**src/rtl/fetch_decode_queue.sv**
```systemverilog
// Fetch-to-decode instruction queue: buffers {PC, instruction} pairs, flushes on
// a taken branch and presents the head entry with a normalized 11-bit opcode.
module fetch_decode_queue #(
  parameter int DEPTH   = 4,
  parameter int PC_W    = 64,
  parameter int INSTR_W = 32
) (
  input  logic                     clk,
  input  logic                     rst_n,
  input  logic                     in_valid,
  output logic                     in_ready,
  input  logic [PC_W-1:0]          in_pc,
  input  logic [INSTR_W-1:0]       in_instr,
  input  logic                     flush,
  output logic                     out_valid,
  input  logic                     out_ready,
  output logic [PC_W-1:0]          out_pc,
  output logic [INSTR_W-1:0]       out_instr,
  output logic [10:0]              out_opcode,
  output logic [$clog2(DEPTH):0]   count
);

  localparam int PTR_W = $clog2(DEPTH);
  localparam int CNT_W = PTR_W + 1;
  localparam logic [CNT_W-1:0] DEPTH_C = CNT_W'(DEPTH);
  localparam logic [PTR_W-1:0] PTR_ONE = PTR_W'(1);
  localparam logic [CNT_W-1:0] CNT_ONE = CNT_W'(1);

  logic [PC_W-1:0]    pc_mem_r    [DEPTH];
  logic [INSTR_W-1:0] instr_mem_r [DEPTH];
  logic [PTR_W-1:0]   wr_ptr_r;
  logic [PTR_W-1:0]   rd_ptr_r;
  logic [CNT_W-1:0]   count_r;
  logic               push_s;
  logic               pop_s;

  // CBZ keeps its 8-bit major opcode zero-extended; everything else uses the top 11 bits.
  function automatic logic [10:0] normalize_opcode(input logic [INSTR_W-1:0] instr);
    logic [10:0] op;
    if (instr[31:24] == 8'b1011_0100) begin
      op = {3'b000, instr[31:24]};
    end else begin
      op = instr[31:21];
    end
    return op;
  endfunction

  // Handshake qualification and head-slot fall-through read.
  always_comb begin
    in_ready   = (count_r < DEPTH_C);
    out_valid  = (count_r != {CNT_W{1'b0}});
    push_s     = in_valid & in_ready;
    pop_s      = out_valid & out_ready;
    out_pc     = pc_mem_r[rd_ptr_r];
    out_instr  = instr_mem_r[rd_ptr_r];
    out_opcode = normalize_opcode(instr_mem_r[rd_ptr_r]);
    count      = count_r;
  end

  // Queue state: reset beats flush, flush beats push/pop.
  always_ff @(posedge clk) begin
    if (!rst_n) begin
      wr_ptr_r <= {PTR_W{1'b0}};
      rd_ptr_r <= {PTR_W{1'b0}};
      count_r  <= {CNT_W{1'b0}};
      // Storage cleared so idle outputs never show X.
      for (int i = 0; i < DEPTH; i++) begin
        pc_mem_r[i]    <= {PC_W{1'b0}};
        instr_mem_r[i] <= {INSTR_W{1'b0}};
      end
    end else if (flush) begin
      count_r  <= {CNT_W{1'b0}};
      rd_ptr_r <= wr_ptr_r;
    end else begin
      if (push_s) begin
        pc_mem_r[wr_ptr_r]    <= in_pc;
        instr_mem_r[wr_ptr_r] <= in_instr;
        wr_ptr_r              <= wr_ptr_r + PTR_ONE;
      end else begin
        wr_ptr_r <= wr_ptr_r;
      end
      if (pop_s) begin
        rd_ptr_r <= rd_ptr_r + PTR_ONE;
      end else begin
        rd_ptr_r <= rd_ptr_r;
      end
      case ({push_s, pop_s})
        2'b10:   count_r <= count_r + CNT_ONE;
        2'b01:   count_r <= count_r - CNT_ONE;
        default: count_r <= count_r;
      endcase
    end
  end

endmodule

```
**config.mk**
```make
export PLATFORM = sky130hd
export DESIGN_NAME = fetch_decode_queue
export DESIGN_NICKNAME = d
export VERILOG_FILES = /design/src/rtl/fetch_decode_queue.sv
export SDC_FILE = /design/constraint.sdc
export NUM_CORES = 1
export LEC_CHECK = 0
export CORE_UTILIZATION = 49
export DETAILED_ROUTE_END_ITERATION = 8
export GPL_TIMING_DRIVEN = 0
export PLACE_DENSITY = 0.76
export SYNTH_ARGS = -nofsm -noshare
export SYNTH_HDL_FRONTEND = slang
export SYNTH_SLANG_ARGS = --single-unit
```
**constraint.sdc**
```tcl
create_clock -name clk -period 11.7 [get_ports clk]
set_input_delay 2.34 -clock clk [delete_from_list [all_inputs] [get_ports clk]]
set_output_delay 2.34 -clock clk [all_outputs]
set_load 0.05 [all_outputs]
```
==> results of run 1 <==
==> kinds of logic (layout without fill, tap and decap cells) <==
logic type / after synthesis / count (layout) / synth area share (%)
other: 0 / 3 / 0
and+or+nand+nor: 405 / 405 / 11.0
buffers and inverters: 167 / 467 / 3.96
AOI/OAI and AO/OA: 17 / 17 / 0.705
muxes: 101 / 101 / 13.7
adders and majority gates: 2 / 2 / 0.195
DFF: 393 / 393 / 70.2
xor gates and xnor gates: 5 / 5 / 0.262
==> worst min-delay path, stage by stage (launching register included) <==
cell and delay [ps]:
dfxtp_1 390, a21oi_1 90, nor2_1 80
==> power by group <==
part / switching [mW] / total, mW / internal (mW)
registers: 0.0193 / 1.64 / 1.62
logic: 0.319 / 0.510 / 0.192
clock network: 0.531 / 1.34 / 0.810
==> sequential cells by signal, summed over array words and instances (netlist names), named ones only <==
signal,count
count,3
rd_ptr_r,2
wr_ptr_r,2
pc_mem_r,256
instr_mem_r,128
==> through the flow <==
step / instances / setup WS [ps] / hold WS [ps] / area [um^2]
2_1_floorplan: 1090 / 1450 / 541 / 16700
3_3_place_gp: 1750 / -4440 / 572 / 19400
3_5_place_dp: 1761 / 5490 / 586 / 19700
4_1_cts: 1838 / 5620 / 597 / 21100
5_1_grt: 1839 / 5530 / 636 / 21100
6_report: 1841 / 5700 / 598 / 21100
==> area by class of cell <==
type,instances,area share [%]
Sequential cell,393,55.5
Antenna cell,3,0.0356
Timing Repair Buffer,223,11.3
Multi-Input combinational cell,530,20.7
Inverter,102,1.82
Buffer,65,1.32
Clock buffer,56,5.69
Clock inverter,21,1.01
Tap cell,448,2.66
==> per-layer routing <==
metal  share of wire (%)  wire, um  global-route usage [%]  vias up
met1                  39     14700                    26.9     4803
met3                 6.8      2530                    4.76       67
met4                 2.7       995                    6.94        2
met2                  51     19100                    37.5      320
met5               0.032        12                       0        -
li1                    -         -                       -     4456
==> layout by cell type, fill, tap and decap left out, types with 4 or more instances in the layout <==
cell type,Yosys,final
edfxtp_1,384,384
clkdlybuf4s50_1,0,212
nor2_1,197,197
inv_1,102,102
mux4_2,96,96
nand2_1,98,96
and2_1,96,96
clkbuf_1,40,49
clkbuf_16,0,46
buf_2,20,20
dfxtp_1,9,9
clkinv_1,0,7
buf_16,0,7
mux4_1,5,5
clkinv_2,0,5
a21boi_1,4,4
nand2b_1,5,4
a21oi_1,4,4
bufinv_16,0,4
clkinvlp_4,0,4
buf_8,0,4
==> path summary, 6_finish.rpt <==
| path | from | endpoint | cells past startpoint |
|---|---|---|---|
| max | register | out_instr[15] | 5 |
| min | count[1] | count[1] | 2 |
| max reg2reg | count[2] | pc_mem_r[0][42] | 5 |
| min reg2reg | count[1] | count[1] | 2 |
==> qor.yml, run 1 <==
outcome:
  outcome: "finished, final reports clean"
place:
  hpwlAfterDp_um: 23900
  io_buffers: 212
  gp_congestion: 0.791
sta:
  finalSetupViolations: 0
  fmax_mhz: 167
  finalHoldViolCount: 0
  fin_crit_sh_pct: 51.3
  skew_ps: 7.02
  min_period_ps: 6000
  maxSlewHeadroom_pct: 38.5
  slew_viol_final: 0
  worst_slew_pin_slew_ps: 922
  rsz0062_at_grt: "false"
  fin_setup_tns_ps: 0
worst_setup_path:
  crit_fanout: 10
  crit_path_start_kind: "register"
  crit_type: "reg -> out"
  crit_family: "buffers and inverters"
  crit_arrival_ps: 3660
  r2r_setup_slack_ps: 8230
  crit_buf_inv: 4
  path_cells: "buf_2 -> clkbuf_1 -> clkbuf_1 -> mux4_2 -> clkdlybuf4s50_1"
  slowest_delay_ps: 890
  crit_top_cell: "clkbuf_1"
  critPathRequiredTime_ps: 9360
  critical_path.slowest_cell: "clkdlybuf4s50_1"
  critPathCaptureType: "primary output"
global_routing:
  grt_pass1_vias: 10100
  antenna_found_initial: 5
  grt_max_degree: 57
  gr-total-overflow: 0
  track_usage_pct: 21.6
  grt_pass1_wl_um: 56400
routing:
  drtIter0Drc: 722
  postRouteWirelength_um: 37300
  via_per_inst: 5.24
  route.detailed.drc: 0
  first_pass_iters: 5
  post_drt_wl_per_cell_um: 20.3
  vias: 9648
  ant_nets: 0
clocking:
  max-clock-path-buffers: 3
  clkSlewWorstSetupHoldPaths_ps: 60
  cts_tree: "built"
  numCtsBuffers: 42
  postCtsResizedCells: 0
  root_buffer: "clkbuf_16"
  htreeDepth: 2
  hold_buffers: 0
  clkLatencyLatePin_ps: 520
  clock-sinks: 393
  post-cts-setup-buffer-count: 0
synth:
  ys_seq_area_share_pct: 70.2
  syn_nets: 1193
  synthesis.area_um2: 16700
  yosysTopAreaCell: "edfxtp_1"
  netlist.area_leader.share_pct: 69.1
  synth-edff-count: 384
  synthCells: 1090
  ys_ff_latch: 393
  synthFlopType: "edfxtp_1"
  synth_most_common_cell: "edfxtp_1"
  synth_commonest_cells: "384 x edfxtp_1, 197 x nor2_1, 102 x inv_1"
  yosysWarnings: 0
  synth.avg_cell_area_um2: 15.3
  yosysUniqueCellTypes: 34
  yosys-top-cells-area: "edfxtp_1 69%, mux4_2 13%, nor2_1 4.4%"
  async_flop_share_pct: 0
die:
  die_y_um: 187
  num_rows: 67
  core-area_um2: 33500
  ios: 213
  initial_core_util_pct: 49.8
  die_w_um: 187
  dieArea_um2: 34800
layout:
  nets: 1460
  area_delta_synth_final_pct: 26.3
  drive_above_1_share_pct: 14.2
  multi_input_area_um2: 4360
  regArea_um2: 11700
  fill_cells: 2431
  fin_util_pct: 62.9
power_and_ir_drop:
  vdd_drop_max_uv: 120
  leakage_nw: 7.98
  powerDensity_nw_per_um2: 165
  finalPower_mw: 3.49
job:
  drv_cap: 0
worst_hold_path:
  hold_class: "reg -> reg"
Power figures use the tool's default switching activity.
==> run 2, diff against run 1 <==
--- a/config.mk
+++ b/config.mk
@@ -8,7 +8,7 @@
 export CORE_UTILIZATION = 49
 export DETAILED_ROUTE_END_ITERATION = 8
 export GPL_TIMING_DRIVEN = 0
-export PLACE_DENSITY = 0.76
+export PLACE_DENSITY = 0.79
 export SYNTH_ARGS = -nofsm -noshare
 export SYNTH_HDL_FRONTEND = slang
 export SYNTH_SLANG_ARGS = --single-unit
==> constraint.sdc (replaced) <==
create_clock -name clk -period 4.8 [get_ports clk]
set_input_delay 0.96 -clock clk [delete_from_list [all_inputs] [get_ports clk]]
set_output_delay 0.96 -clock clk [all_outputs]
set_load 0.05 [all_outputs]
==> run 2 against run 1 <==
  * Cell count down 0.22%
  * Die area unchanged
  * Sequential cell count is the same
  * Clock skew increased by 12 ps
  * Via count up 0.56%
  * First-iteration DRC count is 8.0% higher
  * Count of clock-buffer cells in the layout stayed put
  * Routed wire length is 0.85% higher
  * Clock power is 120% higher
  * Non-clock buffer count unchanged
  * Setup slack got worse by 5400 ps
  * Global-route usage up 0.43 points
  * Critical endpoint is now out_pc[37]
  * Largest cell class unchanged
  * Largest power group unchanged
  * Highest routed layer unchanged
==> qor.yml, run 2 (same netlist as run 1, synthesis figures left out) <==
outcome:
  outcome: "finished, final reports clean"  # unchanged
routing:
  post_drt_wl_per_cell_um: 20.5  # was 20.3 um
  drtIter0Drc: 780  # was 722
  ant_nets: 0  # unchanged
  via_per_inst: 5.28  # was 5.24
  vias: 9702  # was 9,648
  first_pass_iters: 5  # unchanged
  route.detailed.drc: 0  # unchanged
  postRouteWirelength_um: 37700  # was 37,300 um
worst_setup_path:
  critPathRequiredTime_ps: 3840  # was 9360 ps
  timing.rr.start: "count[2]"  # unchanged
  r2r_setup_slack_ps: 1290  # was 8230 ps
  critPathCaptureType: "primary output"  # unchanged
  crit_family: "buffers and inverters"  # unchanged
  critical_path.slowest_cell: "clkdlybuf4s50_1"  # unchanged
  crit_arrival_ps: 3590  # was 3660 ps
  crit_fanout: 10  # unchanged
  crit_path_start_kind: "register"  # unchanged
  ff2ff_path_depth: 5  # unchanged
  worst_r2r_endpoint: "pc_mem_r[0][34]"  # was pc_mem_r[0][42]
  crit_top_cell: "clkbuf_1"  # unchanged
  worst-path-stages: 5  # unchanged
  cp-endpoint: "out_pc[37]"  # was out_instr[15]
  path_cells: "buf_2 -> clkbuf_1 -> clkbuf_1 -> mux4_2 -> clkdlybuf4s50_1"  # unchanged
  slowest_delay_ps: 900  # was 890 ps
  crit_buf_inv: 4  # unchanged
  crit_type: "reg -> out"  # unchanged
power_and_ir_drop:
  clkPwrFrac_pct: 36.2  # was 38.4%
  switching_share_pct: 25.5  # was 24.9%
  finalPower_mw: 8.21  # was 3.49 mW
  power_frac_comb_pct: 15.1  # was 14.6%
  vdd_drop_max_uv: 278  # was 120 uV
  leakage_nw: 7.91  # was 7.98 nW
  powerDensity_nw_per_um2: 392  # was 165 nW/um^2
  power.internal_mw: 6.11  # was 2.62 mW
  p_seq_share_pct: 48.6  # was 46.9%
  power_switching_mw: 2.10  # was 0.869 mW
layout:
  nets: 1459  # was 1,460
  area_delta_synth_final_pct: 25.3  # was 26.3%
  drive_above_1_share_pct: 13.6  # was 14.2%
  largest_register_ffs: 256  # unchanged
  layout_common_cells: "384 x edfxtp_1, 212 x clkdlybuf4s50_1, 197 x nor2_1"  # unchanged
  regArea_um2: 11700  # unchanged
  final_common_cell: "edfxtp_1"  # unchanged
  fill_cells: 2428  # was 2,431
  multi_input_area_um2: 4360  # unchanged
  finalInstanceArea_um2: 20900  # was 21,100 um^2
  finalNonFillerCells: 1837  # was 1,841
  top_register: "pc_mem_r"  # unchanged
sta:
  finalSetupViolations: 0  # unchanged
  fin_crit_sh_pct: 94.8
  maxSlewHeadroom_pct: 43.8  # was 38.5%
  skew_ps: 19.4  # was 7.02 ps
  worst_slew_pin_slew_ps: 843  # was 922 ps
  finalHoldViolCount: 0  # unchanged
  min_period_ps: 4550
  slew_viol_final: 0  # unchanged
  rsz0062_at_grt: "false"  # unchanged
  fmax_mhz: 220
  whs_ps: 589  # was 598 ps
job:
  drv_cap: 0  # unchanged
place:
  gp_congestion: 0.764  # was 0.791
  io_buffers: 212  # unchanged
  dpl.cell_count: 1761  # unchanged
  hpwlAfterDp_um: 24200  # was 23,900 um
  placed_area_um2: 19700  # about the same
clocking:
  post-cts-setup-buffer-count: 0  # unchanged
  cts_tree: "built"  # unchanged
  clkLatencyLatePin_ps: 520  # about the same
  max-clock-path-buffers: 3  # unchanged
  hold_buffers: 0  # unchanged
  numCtsBuffers: 41  # was 42
  clkSlewWorstSetupHoldPaths_ps: 60  # about the same
  clock-sinks: 393  # unchanged
  postCtsResizedCells: 0  # unchanged
  htreeDepth: 2  # unchanged
  root_buffer: "clkbuf_16"  # unchanged
die:
  initial_core_util_pct: 49.8  # unchanged
  core-area_um2: 33500  # unchanged
  ios: 213  # unchanged
  num_rows: 67  # unchanged
  die_y_um: 187  # unchanged
  die_w_um: 187  # unchanged
  dieArea_um2: 34800  # unchanged
global_routing:
  grt_pass1_wl_um: 58000  # was 56,400 um
  gr-total-overflow: 0  # unchanged
  grt_pass1_vias: 10400  # was 10,100
  antenna_found_initial: 3  # was 5
  grt_max_degree: 52  # was 57
  track_usage_pct: 22.0  # was 21.6%
worst_hold_path:
  hold_class: "reg -> reg"  # unchanged
  min_from: "rd_ptr_r[1]"  # was count[1]
-- run 2: cell types whose count changed in the layout (fill, tap and decap cells not counted), sizes merged --
cell / previous run / this run
bufinv: 4 / 1
clkinv: 12 / 14
clkinvlp: 4 / 2
diode: 3 / 1
inv: 103 / 104
-- run 2: worst min-delay path by stage --
stage / to / slack, ps / cells past startpoint
final: rd_ptr_r[1] / 590 / 2
after global routing: register / 650 / 2
after CTS: rd_ptr_r[1] / 590 / 2
after detailed placement: rd_ptr_r[1] / 570 / 2
after global placement: rd_ptr_r[1] / 570 / 2
after floorplan: register / 540 / 2
-- run 2: worst reg2reg max path: stages, from the launching register on --
cell and delay [ps]:
dfxtp_1 400, nand2b_1 320, nor4_4 740, clkbuf_1 530, nand2b_4 790, buf_16 370
-- run 2: layout make-up --
class / instances / share of cell area (%)
clock inverter: 19 / 0.598
antenna: 1 / 0.0120
timing repair buffer: 223 / 11.3
tap: 448 / 2.68
buffer: 65 / 1.33
inverter: 102 / 1.83
multi-input combinational: 530 / 20.8
sequential: 393 / 56.0
clock buffer: 56 / 5.38
-- run 2: stage by stage --
| step | worst slack (ps) | TNS, ps | utilization (%) |
|---|---|---|---|
| floorplan | 262 | 0 | - |
| global placement | -2990 | -701660 | 57.8 |
| detailed placement | -111 | -5370 | 58.6 |
| CTS | 129 | 0 | 62.4 |
| global route | 8.54 | 0 | 62.4 |
| finish | 249 | 0 | 62.4 |
-- run 2: power groups by stage --
stage	registers, mW	logic (mW)	clock network (mW)
floorplan	4.06	0.772	0
global placement	4.08	1.21	0
detailed placement	4.07	1.25	0
CTS	3.99	1.26	3.02
global route	4.01	1.30	3.14
finish	3.99	1.24	2.97
-- run 2: layer usage --
layer / global-route usage, % / part of all wire, %
met1: 27.7 / 40
met2: 38.2 / 51
met3: 4.81 / 6.3
met4: 6.78 / 2.3
met5: 0 / 0.090
==> run 3, diff against run 2 <==
--- a/config.mk
+++ b/config.mk
@@ -6,9 +6,11 @@
 export NUM_CORES = 1
 export LEC_CHECK = 0
 export CORE_UTILIZATION = 49
+export CTS_CLUSTER_SIZE = 24
 export DETAILED_ROUTE_END_ITERATION = 8
 export GPL_TIMING_DRIVEN = 0
 export PLACE_DENSITY = 0.79
 export SYNTH_ARGS = -nofsm -noshare
 export SYNTH_HDL_FRONTEND = slang
 export SYNTH_SLANG_ARGS = --single-unit
+export TNS_END_PERCENT = 50
==> results of run 3 <==
No change in the layout: final DEF, timing and power equal those of run 2.
